## src/rtl/ibus_stream_target_pkg.sv

```systemverilog
// Shared constants and the status word layout for the ibus stream target.
package ibus_stream_target_pkg;

    localparam logic [7:0] STATUS_OFFSET = 8'h80;
    localparam int         WIN_SEL_BIT   = 7;
    localparam int         ST_UNF_BIT    = 15;
    localparam int         ST_OVF_BIT    = 14;
    localparam int         ST_CNT_W      = 7;

    // Bit order matters: unf lands on bit 15 and ovf on bit 14.
    typedef struct packed {
        logic                unf;
        logic                ovf;
        logic [ST_CNT_W-1:0] tx_count;
        logic [ST_CNT_W-1:0] rx_count;
    } status_t;

endpackage

```

## src/rtl/ibus_stream_target_sync_fifo.sv

```systemverilog
// Single-clock FIFO with a combinational head; a pop on a full FIFO frees the slot for a same-cycle push.
module sync_fifo #(
    parameter int WIDTH = 16,
    parameter int DEPTH = 16,
    localparam int AW = $clog2(DEPTH),
    localparam int CW = AW + 1
) (
    input  logic             clk,
    input  logic             rst,
    input  logic             push,
    input  logic [WIDTH-1:0] push_data,
    input  logic             pop,
    output logic [WIDTH-1:0] head,
    output logic             full,
    output logic             empty,
    output logic [CW-1:0]    count,
    output logic             push_ok,
    output logic             pop_ok
);

    logic [WIDTH-1:0] mem_q [DEPTH];
    logic [AW-1:0]    wr_ptr_q;
    logic [AW-1:0]    wr_ptr_d;
    logic [AW-1:0]    rd_ptr_q;
    logic [AW-1:0]    rd_ptr_d;
    logic [CW-1:0]    count_q;
    logic [CW-1:0]    count_d;

    assign full    = (count_q == CW'(DEPTH));
    assign empty   = (count_q == '0);
    assign count   = count_q;
    assign head    = mem_q[rd_ptr_q];
    assign pop_ok  = pop && !empty;
    assign push_ok = push && (!full || pop_ok);

    always_comb begin
        wr_ptr_d = wr_ptr_q;
        rd_ptr_d = rd_ptr_q;
        count_d  = count_q;
        if (push_ok) begin
            wr_ptr_d = wr_ptr_q + 1'b1;
        end
        if (pop_ok) begin
            rd_ptr_d = rd_ptr_q + 1'b1;
        end
        if (push_ok && !pop_ok) begin
            count_d = count_q + 1'b1;
        end else if (pop_ok && !push_ok) begin
            count_d = count_q - 1'b1;
        end
    end

    always_ff @(posedge clk) begin
        if (rst) begin
            wr_ptr_q <= '0;
            rd_ptr_q <= '0;
            count_q  <= '0;
        end else begin
            wr_ptr_q <= wr_ptr_d;
            rd_ptr_q <= rd_ptr_d;
            count_q  <= count_d;
        end
    end

    // Storage carries no reset so it can map onto distributed/block RAM.
    always_ff @(posedge clk) begin
        if (push_ok) begin
            mem_q[wr_ptr_q] <= push_data;
        end
    end

endmodule

```

## src/rtl/ibus_stream_target.sv

```systemverilog
// ibus target bridging a one-page register window to a TX/RX stream pair, with sticky
// overflow/underflow flags and a fixed two-cycle read latency.
module ibus_stream_target
    import ibus_stream_target_pkg::*;
#(
    parameter logic [3:0] PAGE  = 4'h1,
    parameter int         DEPTH = 16
) (
    input  logic        clk,
    input  logic        rst,
    input  logic        ibus_wen,
    input  logic [15:0] ibus_wadr,
    input  logic [15:0] ibus32_wdata,
    input  logic        ibus_ren,
    input  logic [15:0] ibus_radr,
    output logic [15:0] ibus32_rdata,
    output logic        tx_valid,
    output logic [15:0] tx_data,
    input  logic        tx_ready,
    input  logic        rx_valid,
    input  logic [15:0] rx_data,
    output logic        rx_ready,
    output logic        irq
);

    localparam int CW = $clog2(DEPTH) + 1;

    logic          wr_page, wr_data, wr_stat;
    logic          rd_page, rd_data, rd_stat;
    logic          tx_push_ok, tx_pop_ok, tx_full, tx_empty;
    logic          rx_push_ok, rx_pop_ok, rx_full, rx_empty;
    logic [15:0]   tx_head, rx_head;
    logic [CW-1:0] tx_count, rx_count;
    status_t       status;
    logic [15:0]   rd_value;

    logic          ovf_q, ovf_d;
    logic          unf_q, unf_d;
    logic          irq_q, irq_d;
    logic          rd_vld_q, rd_vld_d;
    logic [15:0]   rd_buf_q, rd_buf_d;
    logic [15:0]   rdata_q, rdata_d;
    logic          unused_bits;

    assign wr_page = (ibus_wadr[11:8] == PAGE);
    assign wr_data = ibus_wen && wr_page && !ibus_wadr[WIN_SEL_BIT];
    assign wr_stat = ibus_wen && wr_page && (ibus_wadr[7:0] == STATUS_OFFSET);
    assign rd_page = (ibus_radr[11:8] == PAGE);
    assign rd_data = ibus_ren && rd_page && !ibus_radr[WIN_SEL_BIT];
    assign rd_stat = ibus_ren && rd_page && (ibus_radr[7:0] == STATUS_OFFSET);

    sync_fifo #(
        .WIDTH (16),
        .DEPTH (DEPTH)
    ) u_tx_fifo (
        .clk       (clk),
        .rst       (rst),
        .push      (wr_data),
        .push_data (ibus32_wdata),
        .pop       (tx_valid && tx_ready),
        .head      (tx_head),
        .full      (tx_full),
        .empty     (tx_empty),
        .count     (tx_count),
        .push_ok   (tx_push_ok),
        .pop_ok    (tx_pop_ok)
    );

    sync_fifo #(
        .WIDTH (16),
        .DEPTH (DEPTH)
    ) u_rx_fifo (
        .clk       (clk),
        .rst       (rst),
        .push      (rx_valid && rx_ready),
        .push_data (rx_data),
        .pop       (rd_data),
        .head      (rx_head),
        .full      (rx_full),
        .empty     (rx_empty),
        .count     (rx_count),
        .push_ok   (rx_push_ok),
        .pop_ok    (rx_pop_ok)
    );

    assign tx_valid     = !tx_empty;
    assign tx_data      = tx_head;
    assign rx_ready     = !rx_full;
    assign irq          = irq_q;
    assign ibus32_rdata = rdata_q;
    assign unused_bits  = ^{ibus_wadr[15:12], ibus_radr[15:12], tx_full, tx_pop_ok,
                            rx_empty, rx_push_ok};

    always_comb begin
        status.unf      = unf_q;
        status.ovf      = ovf_q;
        status.tx_count = ST_CNT_W'(tx_count);
        status.rx_count = ST_CNT_W'(rx_count);
    end

    always_comb begin
        ovf_d = ovf_q;
        unf_d = unf_q;
        // Clears are applied first so an error in the same cycle stays visible.
        if (wr_stat && ibus32_wdata[ST_UNF_BIT]) begin
            unf_d = 1'b0;
        end
        if (wr_stat && ibus32_wdata[ST_OVF_BIT]) begin
            ovf_d = 1'b0;
        end
        if (wr_data && !tx_push_ok) begin
            ovf_d = 1'b1;
        end
        if (rd_data && !rx_pop_ok) begin
            unf_d = 1'b1;
        end
        irq_d = ovf_q | unf_q;
    end

    always_comb begin
        rd_value = 16'h0000;
        if (rd_data && rx_pop_ok) begin
            rd_value = rx_head;
        end else if (rd_stat) begin
            rd_value = status;
        end
        rd_vld_d = ibus_ren;
        rd_buf_d = rd_value;
        rdata_d  = rd_vld_q ? rd_buf_q : rdata_q;
    end

    always_ff @(posedge clk) begin
        if (rst) begin
            ovf_q    <= 1'b0;
            unf_q    <= 1'b0;
            irq_q    <= 1'b0;
            rd_vld_q <= 1'b0;
            rd_buf_q <= 16'h0000;
            rdata_q  <= 16'h0000;
        end else begin
            ovf_q    <= ovf_d;
            unf_q    <= unf_d;
            irq_q    <= irq_d;
            rd_vld_q <= rd_vld_d;
            rd_buf_q <= rd_buf_d;
            rdata_q  <= rdata_d;
        end
    end

endmodule

```

## config.mk

```make
export PLATFORM = sky130hd
export DESIGN_NAME = ibus_stream_target
export DESIGN_NICKNAME = d
export VERILOG_FILES = /design/src/rtl/ibus_stream_target_pkg.sv /design/src/rtl/ibus_stream_target_sync_fifo.sv /design/src/rtl/ibus_stream_target.sv
export SDC_FILE = /design/constraint.sdc
export NUM_CORES = 1
export LEC_CHECK = 0
export BUFFER_PORTS_ARGS = -buffer_cell sky130_fd_sc_hd__buf_4
export CORE_MARGIN = 8
export CORE_UTILIZATION = 60
export CTS_BUF_LIST = sky130_fd_sc_hd__clkbuf_4 sky130_fd_sc_hd__clkbuf_8
export CTS_CLUSTER_SIZE = 10
export DETAILED_ROUTE_END_ITERATION = 16
export PLACE_DENSITY = 0.77
export SKIP_CTS_REPAIR_TIMING = 1
export SYNTH_ARGS = -nofsm -noshare
export SYNTH_HDL_FRONTEND = slang
export SYNTH_HIERARCHICAL = 1
export SYNTH_SLANG_ARGS = --single-unit
```

## constraint.sdc

```tcl
create_clock -name clk -period 5.6 [get_ports clk]
set_clock_uncertainty 0.05 [all_clocks]
set_input_delay 0.28 -clock clk [delete_from_list [all_inputs] [get_ports clk]]
set_output_delay 0.28 -clock clk [all_outputs]
set_load 0.01 [all_outputs]
```

==> summary.md <==
| Metric | Value |
|---|---|
| Max Root-Sink Buffers | 3 |
| Synth warnings | 6 |
| Worst hold path cell count | 3 |
| HPWL Detailed | 25800 µm |
| Gr usage total | 0.208 |
| Layout cells sized above 1 | 0.321 |
| Root Buffer | clkbuf_8 |
| Busiest grt layer | met2 |
| Row count | 71 |
| Run status | finished, final reports clean |
| Slew Viols, Final | 0 |
| Total number of vias | 11295 |
| Hold Crit Start | ibus_radr[7] |
| Power Density | 345 nW/µm² |
| CP Capture Type | output port |
| Inst Count DP | 1665 |
| Worst slew pin tran | 1.25 ns |
| CTS Buf Count | 88 |
| WP data required | 5.27 ns |
| Vias in the first global route | 11802 |
| Post-layout net count | 1404 |
| Crit path DAT | 3.21 ns |
| CTS tree | built |
| Starting Density | 0.602 |
| Total power draw | 8.92 mW |
| Synthesized cell area | 22400 µm² |
| Routed Wire Length | 46100 µm |
| Critical setup path kind | reg -> out |
| Via-to-Cell Ratio | 6.08 |
| Die footprint | 43800 µm² |
| Max-cap violations | 0 |
| Depth of the CTS H-tree | 3 |
| Hold Path End | rd_buf_q[13] |
| Worst Hold Margin | 0.0689 ns |
| Drt first pass iters | 5 |
| CTS sink count | 582 |
| Final min period | 3.54 ns |
| GRT met1 Usage | 0.251 |
| Worst vdd ir | 0.262 mV |
| Number of diodes | 0 |
| DRC violation total after the first TritonRoute iteration | 804 |
| Layout Area Growth over Synthesis | 15.4% |
| Post-route DRC violation count | 0 |
| Mapped Cells | 1129 |
| Leakage power total | 8.60 nW |
| Most common cell after layout, fill and taps aside | edfxtp_1 |
| GRT overflow | 0 |
| Final setup fails | 0 |
| Clk_lat worst skew | 0.65 ns |
| FF-to-FF Start | u_tx_fifo/count[0] |
| CP max FO | 46 |
| Post-route setup TNS | 0 ns |
| Startpoint types | flop |
| I/O Pins | 105 |
| Wire per inst | 24.8 µm |
| RSZ-0062 raised after global routing | false |
| F_max | 283 MHz |
| Reg2reg path depth | 12 |
| PortBufs | 96 |
| Endpoints failing hold | 0 |
| Die Height | 209 µm |
| Fillers | 2257 |
| Die X | 209 µm |
| Largest net degree at the start of global routing | 65 |
| Hold WC Path Type | in -> reg |
| Met3 Resource Use GR | 0.0425 |
| First-pass GRT wire length | 68900 µm |
| Routed Antenna Nets | 0 |
| R2R Path End | u_tx_fifo/count[4] |
| Fin cells | 1859 |
| Syn_nets | 1219 |
| Most frequent cells in the layout | edfxtp_1, mux4_2, buf_4, clkbuf_8, dfxtp_1 |
| M2 GR Usage | 0.370 |
| GP Congestion | 0.704 |
| Synthesized area per cell | 19.9 µm² |
| Slew margin rel. | 0.163 |
| Flop2flop setup slack | 2.11 ns |
| Worst-path clk slew | 0.06 ns |
| Core area | 37200 µm² |
| Initial antenna violation count | 0 |
| Crit share post-route | 0.632 |
==> critical path: stages, from the launching register on <==
cell,delay (ns)
dfxtp_4,0.96
buf_4,0.49
mux4_2,0.55
a22oi_1,0.27
nand2_1,0.10
buf_4,0.15
==> how the worst max path moves through the flow <==
| stage | start | end | slack, ns |
|---|---|---|---|
| finish | flop | tx_data[2] | 2.06 |
| global route | flop | tx_data[2] | 1.77 |
| CTS | flop | tx_data[2] | 1.92 |
| detailed placement | ibus_radr[9] | u_rx_fifo/mem_q[10][10] | 1.99 |
| global placement | ibus_radr[9] | u_rx_fifo/count[4] | 2.12 |
| floorplan | ibus_radr[9] | u_rx_fifo/mem_q[0][0] | 1.53 |
==> metrics by stage <==
stage	utilization	setup WS, ns	instance area, µm²
6_report	0.695	2.06	25900
5_1_grt	0.695	1.77	25900
4_1_cts	0.686	1.92	25500
3_5_place_dp	0.638	1.99	23700
3_3_place_gp	0.638	2.12	23700
2_1_floorplan	-	1.53	22400
==> state kept, by name, indices dropped and copies added, names as in the netlist, named ones only <==
name and flops:
u_rx_fifo/count 5, rd_vld_q 1, ibus32_rdata 16, u_tx_fifo/count 5, u_rx_fifo/rd_ptr_q 4, u_tx_fifo/mem_q 256, u_rx_fifo/mem_q 256, unf_q 1
irq 1, ovf_q 1, rd_buf_q 16, u_tx_fifo/wr_ptr_q 4, u_tx_fifo/rd_ptr_q 4, u_rx_fifo/wr_ptr_q 4
==> final cells by class <==
cell class              count  area, µm²  share of cell area
clock inverters            41        302              0.0117
inverters                  13       48.8             0.00189
well taps                 474        593              0.0229
clock buffers             120       1500              0.0578
multi-input cells         476       5410               0.209
repair buffers            153       1230              0.0476
flip-flops and latches    582      16800               0.649
==> routing by layer <==
layer  vias up  wire, µm
met4         0      1200
li1       4979         -
met5         -         0
met2       416     24700
met3        97      2720
met1      5803     17500
==> report_power, final <==
| group | switching (mW) | total (mW) | internal (mW) |
|---|---|---|---|
| clock | 1.59 | 3.51 | 1.93 |
| combinational | 0.314 | 0.529 | 0.215 |
| sequential | 0.0564 | 4.88 | 4.82 |
| total | 1.96 | 8.92 | 6.96 |
Power figures use the tool's default switching activity.
